### src/rtl/sel_pipe_n.sv
// Registered N:1 selector with valid/ready handshake and a two-entry skid buffer.
// Out-of-range selects pass channel 0 and flag out_err alongside the beat.
module sel_pipe_n #(
   parameter int WIDTH  = 5,
   parameter int NUM_IN = 4,
   parameter int SEL_W  = 2
) (
   input  logic                    clk,
   input  logic                    rst_n,
   input  logic                    flush,
   input  logic [NUM_IN*WIDTH-1:0] in_data,
   input  logic [SEL_W-1:0]        in_sel,
   input  logic                    in_valid,
   output logic                    in_ready,
   output logic [WIDTH-1:0]        out_data,
   output logic                    out_err,
   output logic                    out_valid,
   input  logic                    out_ready
);

   typedef enum logic [1:0] {
      EMPTY = 2'd0,
      ONE   = 2'd1,
      TWO   = 2'd2
   } occ_t;

   occ_t             state_r, state_s;
   logic [WIDTH-1:0] main_data_r, main_data_s;
   logic [WIDTH-1:0] skid_data_r, skid_data_s;
   logic             main_err_r, main_err_s;
   logic             skid_err_r, skid_err_s;
   logic             in_ready_r, in_ready_s;
   logic             out_valid_r;
   logic [WIDTH:0]   beat_s;
   logic             accept_s;
   logic             consume_s;

   // Returns {err, data}; unmatched select falls back to channel 0 with err set.
   function automatic logic [WIDTH:0] select_beat(input logic [NUM_IN*WIDTH-1:0] data,
                                                  input logic [SEL_W-1:0]        sel);
      logic [WIDTH:0] beat;
      beat = {1'b1, data[WIDTH-1:0]};
      for (int k = 0; k < NUM_IN; k++) begin
         beat = (sel == SEL_W'(k)) ? {1'b0, data[k*WIDTH +: WIDTH]} : beat;
      end
      return beat;
   endfunction

   assign beat_s    = select_beat(in_data, in_sel);
   assign accept_s  = in_valid && in_ready_r;
   assign consume_s = out_valid_r && out_ready;

   // Occupancy next-state and storage steering; flush overrides everything else.
   always_comb begin
      state_s     = state_r;
      main_data_s = main_data_r;
      main_err_s  = main_err_r;
      skid_data_s = skid_data_r;
      skid_err_s  = skid_err_r;
      if (flush) begin
         state_s = EMPTY;
      end else begin
         case (state_r)
            EMPTY: begin
               if (accept_s) begin
                  main_data_s = beat_s[WIDTH-1:0];
                  main_err_s  = beat_s[WIDTH];
                  state_s     = ONE;
               end else begin
                  state_s = EMPTY;
               end
            end
            ONE: begin
               if (accept_s && consume_s) begin
                  main_data_s = beat_s[WIDTH-1:0];
                  main_err_s  = beat_s[WIDTH];
                  state_s     = ONE;
               end else if (accept_s) begin
                  skid_data_s = beat_s[WIDTH-1:0];
                  skid_err_s  = beat_s[WIDTH];
                  state_s     = TWO;
               end else if (consume_s) begin
                  state_s = EMPTY;
               end else begin
                  state_s = ONE;
               end
            end
            TWO: begin
               // in_ready is low here, so no accept can race the skid drain
               if (consume_s) begin
                  main_data_s = skid_data_r;
                  main_err_s  = skid_err_r;
                  state_s     = ONE;
               end else begin
                  state_s = TWO;
               end
            end
            default: begin
               state_s = EMPTY;
            end
         endcase
      end
      in_ready_s = (state_s != TWO);
   end

   // State, storage and registered handshake outputs with synchronous reset.
   always_ff @(posedge clk) begin
      if (!rst_n) begin
         state_r     <= EMPTY;
         main_data_r <= {WIDTH{1'b0}};
         main_err_r  <= 1'b0;
         skid_data_r <= {WIDTH{1'b0}};
         skid_err_r  <= 1'b0;
         in_ready_r  <= 1'b0;
         out_valid_r <= 1'b0;
      end else begin
         state_r     <= state_s;
         main_data_r <= main_data_s;
         main_err_r  <= main_err_s;
         skid_data_r <= skid_data_s;
         skid_err_r  <= skid_err_s;
         in_ready_r  <= in_ready_s;
         out_valid_r <= (state_s != EMPTY);
      end
   end

   assign in_ready  = in_ready_r;
   assign out_data  = main_data_r;
   assign out_err   = main_err_r;
   assign out_valid = out_valid_r;

endmodule

### config.mk
export PLATFORM = sky130hd
export DESIGN_NAME = sel_pipe_n
export DESIGN_NICKNAME = d
export VERILOG_FILES = /design/src/rtl/sel_pipe_n.sv
export SDC_FILE = /design/constraint.sdc
export NUM_CORES = 1
export LEC_CHECK = 0
export BUFFER_PORTS_ARGS = -buffer_cell sky130_fd_sc_hd__buf_2
export CORE_UTILIZATION = 51
export DETAILED_ROUTE_END_ITERATION = 6
export HOLD_SLACK_MARGIN = 0.03
export PLACE_DENSITY = 0.84
export RECOVER_POWER = 25
export SYNTH_ARGS = -nofsm -noshare
export SYNTH_HDL_FRONTEND = slang
export SYNTH_SLANG_ARGS = --single-unit
### constraint.sdc
create_clock -name clk -period 3.15 [get_ports clk]
set_clock_uncertainty 0.2 [all_clocks]
set_input_delay 0.315 -clock clk [delete_from_list [all_inputs] [get_ports clk]]
set_output_delay 0.315 -clock clk [all_outputs]
set_load 0.01 [all_outputs]
==> impl_metrics.toml <==
[pwr]
peakVddDrop_v = 0.000329
power.total_uw = 421
p_leak_nw = 0.537
power_density_nw_per_um2 = 372

[global_route]
antenna_found_initial = 0
grt_max_degree = 19
grt_pass1_vias = 802
gr-total-overflow = 0
grt_pass1_wl_mm = 3.40
grt_usage_pct = 22.9

[yosys]
synth_cells = 99
synthArstFlopShare_pct = 0
synth_fp_nets = 126
yosys.area.top_type_share_pct = 34.1
synth_enable_flop_cells = 0
synth_top_area_cell = "dfxtp_1"
synthTopCellsByCount = "mux2i_1 (21), dfxtp_1 (16), nand2_1 (8)"
avgSynthCellArea_um2 = 9.48
synth_flop_cell = "dfxtp_1"
yosysUniqueCellTypes = 30
synth_area_leaders = "dfxtp_1 (34%), mux2i_1 (22%), nor2b_1 (4.0%), o22ai_1 (3.3%), a311o_1 (3.2%)"
syn_area_um2 = 938
seq_area_frac_synth_pct = 34.1
synth_warnings = 0
yosysMostFrequentCell = "mux2i_1"
synth-seq-cells = 16

[setup_path]
crit_type = "reg -> reg"
reg2regPathDepth = 4
cp-start-kind = "flop"
crit_fanout = 18
cp-end-kind = "flop"
critPathRequiredTime_ns = 3.18
arrival_ns = 1.84
reg2reg_to = "out_data[3]"
rrSetupSlack_ns = 1.34
rr_startpoint = "state_r[1]"

[floorplanning]
start_util_pct = 54.3
fp.dieW_um = 44.9
coreArea_um2 = 1730
dieArea_um2 = 2020
rows = 15
io_pins = 35
die_y_um = 44.9

[clocking]
cts_hold_buf = 0
cts.path.max_buffers = 2
post_cts_resized = 0
root_buffer = "clkbuf_4"
cts_made_buffers = 3
cts_sinks = 16
cts_tree = "built"
clk_latency_ns = 0.29
cts_setup_buffers = 0
clk_pin_slew_ns = 0.10
h-tree-depth = 1

[detailed_routing]
wl_met2_um = 958
drt_iter0_drc = 29
first_pass_iters = 4
wl_met3_um = 165
met1_length_um = 920
drtAntennaViolNets = 0
vias_per_cell = 5.54
routed_wl_mm = 2.07
topRoutingLayerUsed = "met4"
vias = 864
drt-wirelength-per-cell_um = 13.2
remaining_drc_errors = 0

[placement]
pre_cts_ws_ns = 1.36
port_buffers = 34
dpl_cell_area_um2 = 1100
dpl.hpwl_mm = 1.54
gp_congestion = 0.785

[cells_and_area]
diodes = 0
nFillCells = 157
drive_gt1_share_pct = 29.0
final_cell_area_um2 = 1130
areaGrowthSynthToFinish_pct = 20.5
finalNetCount = 159

[sta]
min_period_over_period_pct = 57.6
setup_violations = 0
rsz0062_at_grt = "false"
fin_ws_ns = 1.34
tns_ns = 0
worstMarginPinSlew_ns = 0.597
post-route-min-period_ns = 1.81
hold_violations = 0
hold_ws_ns = 0.118
slew_headroom_pct = 60.2
drv_slew = 0
fmax_ghz = 0.551

[min_path]
hold_end = "in_ready"
min_path_type = "in -> reg"
min-delay-start = "flush"
whs_path_depth = 2

[job]
max_cap_viol_count = 0

[run_status]
status = "finished, final reports clean"
-- registers in the layout, summed over array words and instances (netlist names) --
signal and count:
skid_data_r 5, skid_err_r 1, in_ready 1, state_r 2
out_err 1, out_valid 1, out_data 5
-- per-layer routing --
| metal | vias to the layer above | global-route usage, % |
|---|---|---|
| met1 | 388 | 28.2 |
| met2 | 42 | 40.6 |
| met4 | 0 | 3.64 |
| met5 | - | 0 |
| met3 | 6 | 6.40 |
| li1 | 428 | - |
-- critical path, stage by stage, from the launching register on --
cell	delay [ns]
dfxtp_1	0.46
nand2b_1	0.38
and3_1	0.32
a311o_1	0.27
o22ai_1	0.14
-- area by class of cell --
class | instances | area, um^2 | share of cell area [%]
Multi-Input combinational cell | 75 | 573 | 50.7
Sequential cell | 16 | 320 | 28.3
Clock buffer | 4 | 36.3 | 3.21
Tap cell | 25 | 31.3 | 2.77
Inverter | 2 | 7.51 | 0.664
Timing Repair Buffer | 34 | 163 | 14.4
-- per-stage QoR --
stage	std cells	utilization, %
detailed placement	152	63.8
finish	156	65.5
global placement	152	63.8
floorplan	99	-
CTS	156	65.9
global route	156	65.5
-- placed cells by master, fill, tap and decap left out, types with 2 or more instances in the layout --
master | synthesis | final
buf_2 | 3 | 28
mux2i_1 | 21 | 21
dfxtp_1 | 16 | 16
nand2_1 | 8 | 8
nor2b_1 | 6 | 6
clkbuf_1 | 1 | 6
o22ai_1 | 5 | 5
nor2_1 | 5 | 5
nand3_1 | 4 | 4
and3_1 | 4 | 4
a311o_1 | 3 | 3
clkbuf_4 | 0 | 3
nand4b_1 | 2 | 2
nand2b_1 | 2 | 2
o211ai_1 | 2 | 2
a21oi_1 | 2 | 2
-- cell families after synthesis --
| logic type | Yosys count | share of synthesized area, % |
|---|---|---|
| compound gates | 20 | 18.9 |
| flops | 16 | 34.1 |
| simple gates | 34 | 19.7 |
| mux | 21 | 22.4 |
| buf+inv | 8 | 4.80 |
-- worst max path at each step --
| stage | from | to | slack [ns] | depth (start not counted) |
|---|---|---|---|---|
| after floorplan | in_ready | skid_data_r[0] | 1.47 | 5 |
| after global placement | state_r[1] | out_data[2] | 1.41 | 4 |
| after detailed placement | state_r[1] | out_data[3] | 1.36 | 4 |
| after CTS | state_r[1] | out_data[3] | 1.35 | 4 |
| after global routing | state_r[1] | out_data[2] | 1.19 | 4 |
| final | state_r[1] | out_data[3] | 1.34 | 4 |
-- power by group --
group / switching [mW] / leakage (nW) / total (mW) / internal, mW
Combinational: 0.0371 / 0.386 / 0.0757 / 0.0386
Sequential: 0.00401 / 0.130 / 0.211 / 0.207
Clock: 0.0638 / 0.0210 / 0.134 / 0.0705
Total: 0.105 / 0.537 / 0.421 / 0.316
(Power assumes the default switching activity.)
